==> src/rtl/mux_sel_arbiter.sv <==
// mux_sel_arbiter: four-source round-robin arbiter that drives the s1/s0
// selects of a downstream 4-to-1 mux and holds them while the consumer samples.
// A grant is released by ack, by the granted request dropping, or by a
// watchdog after TIMEOUT cycles; priority then rotates past the released source.
// Optional feature macro: MUX_SEL_ARBITER_LOCK_EN (adds a lock input that
// defers ack-release and freezes the watchdog while asserted).
// Parameter constraints: 1 <= TIMEOUT <= 255 and 2**CW > TIMEOUT.

module mux_sel_arbiter #(
  parameter int TIMEOUT = 15,
  parameter int CW      = 8
) (
  input  logic       clk,
  input  logic       rst,
  input  logic [3:0] req,
  input  logic       ack,
`ifdef MUX_SEL_ARBITER_LOCK_EN
  input  logic       lock,
`endif
  output logic       s1,
  output logic       s0,
  output logic [3:0] gnt,
  output logic       valid,
  output logic       tmo
);

  typedef enum logic {
    IDLE  = 1'b0,
    GRANT = 1'b1
  } state_e;

  localparam logic [CW-1:0] CNT_LAST = CW'(TIMEOUT - 1);

  state_e        state;
  logic [1:0]    sel;        // registered select pair, drives s1/s0
  logic [1:0]    ptr;        // highest-priority source for the next pick
  logic [CW-1:0] cnt;        // cycles the current grant has been held

  // Lock qualifier: constant zero when the feature is compiled out.
  logic hold;
`ifdef MUX_SEL_ARBITER_LOCK_EN
  assign hold = lock;
`else
  assign hold = 1'b0;
`endif

  // First set bit of r, scanning p, p+1, ... modulo 4. Iterating from the
  // farthest offset down lets the nearest requester overwrite the result.
  function automatic logic [1:0] rr_pick(input logic [3:0] r, input logic [1:0] p);
    logic [1:0] idx;
    rr_pick = p;
    for (int k = 3; k >= 0; k--) begin
      idx = p + 2'(k);
      if (r[idx]) rr_pick = idx;
    end
  endfunction

  function automatic logic [3:0] onehot(input logic [1:0] i);
    onehot = 4'b0001 << i;
  endfunction

  // Release decode and the candidate picks for both states.
  logic       ack_rel;
  logic       drop_rel;
  logic       expire;
  logic       release_now;
  logic [1:0] ptr_next;
  logic [3:0] masked_req;
  logic [1:0] next_pick;
  logic [1:0] idle_pick;

  // NOTE: every always_comb output gets a value on every path (defaults first),
  // otherwise synthesis infers a latch to remember the old value.
  always_comb begin
    ack_rel     = 1'b0;
    drop_rel    = 1'b0;
    expire      = 1'b0;
    release_now = 1'b0;
    if (state == GRANT) begin
      ack_rel  = ack & ~hold;
      drop_rel = ~req[sel];
      // Watchdog fires only when nothing else is releasing; a frozen
      // watchdog (lock held) never fires.
      expire   = (cnt == CNT_LAST) & ~ack & req[sel] & ~hold;
      release_now = ack_rel | drop_rel | expire;
    end
    ptr_next   = sel + 2'd1;
    // The released source sits out this edge's re-pick, so a timed-out
    // requester cannot immediately win again.
    masked_req = req & ~onehot(sel);
    next_pick  = rr_pick(masked_req, ptr_next);
    idle_pick  = rr_pick(req, ptr);
  end

  // Arbiter FSM: state, pointer, watchdog and all registered outputs.
  // NOTE: sequential state uses non-blocking assignments so every register
  // samples the pre-edge values, independent of statement order.
  always_ff @(posedge clk or posedge rst) begin
    if (rst) begin
      state <= IDLE;
      sel   <= 2'd0;
      ptr   <= 2'd0;
      cnt   <= '0;
      gnt   <= 4'b0000;
      valid <= 1'b0;
      tmo   <= 1'b0;
    end else begin
      case (state)
        IDLE: begin
          tmo <= 1'b0;
          if (req != 4'b0000) begin
            state <= GRANT;
            sel   <= idle_pick;
            gnt   <= onehot(idle_pick);
            valid <= 1'b1;
            cnt   <= '0;
          end
        end
        GRANT: begin
          tmo <= expire;
          if (release_now) begin
            ptr <= ptr_next;
            if (masked_req != 4'b0000) begin
              // Back-to-back hand-over: valid stays high, no bubble.
              sel <= next_pick;
              gnt <= onehot(next_pick);
              cnt <= '0;
            end else begin
              // Selects keep their last value; only gnt/valid drop.
              state <= IDLE;
              gnt   <= 4'b0000;
              valid <= 1'b0;
            end
          end else if (!hold) begin
            cnt <= cnt + CW'(1);
          end
        end
        default: begin
          state <= IDLE;
          gnt   <= 4'b0000;
          valid <= 1'b0;
          tmo   <= 1'b0;
        end
      endcase
    end
  end

  assign s1 = sel[1];
  assign s0 = sel[0];

endmodule

==> config.mk <==
export PLATFORM = sky130hd
export DESIGN_NAME = mux_sel_arbiter
export DESIGN_NICKNAME = d
export VERILOG_FILES = /design/src/rtl/mux_sel_arbiter.sv
export SDC_FILE = /design/constraint.sdc
export NUM_CORES = 1
export LEC_CHECK = 0
export CELL_PAD_IN_SITES_DETAIL_PLACEMENT = 0
export CELL_PAD_IN_SITES_GLOBAL_PLACEMENT = 1
export CORE_MARGIN = 10
export CORE_UTILIZATION = 25
export DETAILED_ROUTE_END_ITERATION = 10
export GPL_ROUTABILITY_DRIVEN = 0
export PLACE_DENSITY = 0.63
export SYNTH_ARGS = -nofsm -noshare
export SYNTH_HDL_FRONTEND = slang
export SYNTH_SLANG_ARGS = --single-unit
==> constraint.sdc <==
create_clock -name clk -period 2.3 [get_ports clk]
set_input_delay 0.69 -clock clk [delete_from_list [all_inputs] [get_ports clk]]
set_output_delay 0.69 -clock clk [all_outputs]
set_load 0.01 [all_outputs]
==> impl_metrics.tcl <==
set metrics [dict create \
    grt_max_degree 20 \
    synth_edf_count 0 \
    syn_avg_cell_area_sq_um 8.60 \
    wl_per_cell_um 13.2 \
    hp-class "reg2reg" \
    cts_sinks 19 \
    slew_headroom_pct 72.9 \
    cap_violations 0 \
    crit_path_max_fanout 5 \
    p_per_area_nw_per_um2 1200 \
    drt_iter0_markers 48 \
    yosysSeqAreaShare_pct 35.9 \
    routed_wl_mm 3.40 \
    antenna_cells 0 \
    startpoint_type "flip-flop" \
    antenna_found_initial 0 \
    cts.path.max_buffers 2 \
    ys_ff_latch 19 \
    worstPathRequired_ns 2.48 \
    slowest_stage "or3b_1" \
    rows 26 \
    arrival_ns 2.30 \
    post-dp-hpwl_mm 2.50 \
    grt_pass1_vias 1217 \
    die_w_um 92.8 \
    fin_crit_sh_pct 92.2 \
    grt.total_usage_pct 7.75 \
    cts_root_buffer "clkbuf_8" \
    ys_top_cells_by_area "dfrtp_1 (36%), a21oi_1 (5.7%), ha_1 (5.7%)" \
    fin_nets 202 \
    area_growth_pct 32.0 \
    synth.distinct_cells 43 \
    vias 1213 \
    cts_tree "done" \
    path_cells "inv_1 > buf_4 > ha_1 > nand2b_1 > or2_1 > a31oi_2 > nand2_4 > or3b_1 > a21oi_1" \
    cp-end-kind "flip-flop" \
    status "finished, final reports clean" \
    async_flop_share_pct 100 \
    start_util_pct 25.9 \
    layout-drive-gt1-share_pct 20.2 \
    ant_nets 0 \
    ir_worst_vdd_mv 0.385 \
    yosysMostFrequentCell "dfrtp_1" \
    syn-num-nets 167 \
    core_area_sq_um 5110 \
    rsz0062_at_grt "false" \
    slowest_delay_ns 0.39 \
    synth_flop_cell "dfrtp_1" \
    max_freq_mhz 472 \
    synth_area_leader_cell "dfrtp_1" \
    fin_worst_skew_ns 0.00663 \
    worst_path_dominant_cell_family "simple AND/OR/NAND/NOR gates" \
    fin_cells 258 \
    cts_htree_levels 1 \
    hold_viol_final 0 \
    cts_buffers 3 \
    tightest_slew_ns 0.406 \
    netlist_area_sq_um 1320 \
    synth_top_area_share_pct 35.9 \
    io_pins 15 \
    vias_per_cell 4.70 \
    fin_crit_ns 2.12 \
    finalSetupViolCount 0 \
    fillers 567 \
    ys_top_cells_by_count "dfrtp_1 (19), a21oi_1 (15), nor2_1 (13), o21ai_1 (13), nand2_1 (12)" \
    path_buf_inv 2 \
    clkLatencyLatePin_ns 0.26 \
    r2r_slack_ns 0.18 \
    dieArea_sq_um 8610 \
    p_leak_uw 0.000766 \
    overflow 0 \
    slew_viol_final 0 \
    worstSetupPathType "reg2reg" \
    syn_inst 154 \
    post-route-drc-count 0 \
    clk_pin_slew_ns 0.08 \
    synth-warning-count 0 \
    grt_pass1_wl_mm 5.62 \
    firstDrtPassIters 4 \
    placedCellCount 254 \
    dieHeight_um 92.8 \
    io_buffers 14 \
    whs_ns 0.488 \
]
## power by group
part | total, uW | internal, uW | switching (uW)
Combinational | 1340 | 665 | 672
Clock | 239 | 123 | 116
Sequential | 527 | 434 | 93.3
## path summary, 6_finish.rpt
path | from | to | cells after the start
worst max register to register | sel[0] | gnt[0] | 9
worst max-delay path | sel[0] | gnt[0] | 9
worst min register to register | cnt[7] | cnt[7] | 1
max in group asynchronous | rst | ptr[0] | 3
worst min-delay path | cnt[7] | cnt[7] | 1
min in group asynchronous | rst | state | 3
## kinds of logic (layout without fill, tap and decap cells)
group | after synthesis | after routing | share of synthesized area, %
compound gates | 48 | 48 | 21.5
buf+inv | 13 | 47 | 5.10
mux | 2 | 2 | 2.55
fa+ha+maj | 6 | 6 | 5.67
simple gates | 66 | 66 | 29.3
flops | 19 | 19 | 35.9
## worst reg2reg max path, cell delays in order, from the launching register on
cell	delay [ns]
dfrtp_1	0.35
inv_1	0.08
buf_4	0.16
ha_1	0.17
nand2b_1	0.19
or2_1	0.26
a31oi_2	0.25
nand2_4	0.07
or3b_1	0.39
a21oi_1	0.14
## per-stage QoR
stage          area (sq um)  worst slack, ns  total power, uW  util, %  TNS (ns)
2_1_floorplan          1320           0.0343             1330        -         0
3_3_place_gp           1670           -0.287             1790     32.7     -3.90
3_5_place_dp           1670           -0.300             1790     32.7     -4.20
4_1_cts                1720           0.0182             2060     33.6         0
5_1_grt                1750           0.0346             2300     34.2         0
6_report               1750            0.180             2100     34.2         0
## sequential cells by signal (all words and copies together), names as in the netlist
signal and cells:
state 1, cnt 8, valid 1, gnt 4
ptr 2, tmo 1, sel 2
## what timing repair did
| action | CTS | global route |
|---|---|---|
| resized for setup | 3 | 7 |
| setup endpoints to repair | 11 | 14 |
| hold buffers | 0 | 0 |
| buffers inserted | 0 | 0 |
## layout by cell type (no fill, tap or decap), types with 2 or more instances in the layout
master	synthesis	final
and2_1	3	3
inv_1	8	8
nand2_1	12	12
clkdlybuf4s50_1	0	10
dfrtp_1	19	19
nor2b_1	5	5
o31ai_1	3	3
nor2_1	13	13
o21ai_0	7	7
nand2b_1	6	6
o21ai_1	13	12
ha_1	6	5
dlygate4sd2_1	0	2
a21oi_1	15	14
and3_1	4	4
nand3_1	6	6
or3b_1	2	2
buf_4	1	20
clkbuf_8	0	3
dlymetal6s2s_1	0	2
and2_4	2	2
o221ai_1	3	2
## routing by layer
metal / global-route usage (%) / up-vias / part of all wire (%)
met4: 2.96 / 0 / 0.56
li1: - / 619 / -
met2: 12.3 / 21 / 48
met3: 1.61 / 2 / 4.2
met5: 0 / - / 0
met1: 10.0 / 571 / 47
## layout make-up
| class | count | area (sq um) | share of cell area [%] |
|---|---|---|---|
| Multi-Input combinational cell | 122 | 813 | 46.5 |
| Sequential cell | 19 | 475 | 27.2 |
| Timing Repair Buffer | 34 | 293 | 16.8 |
| Tap cell | 70 | 87.6 | 5.01 |
| Clock buffer | 4 | 45.0 | 2.58 |
| Inverter | 9 | 33.8 | 1.93 |
(Power assumes the default switching activity.)
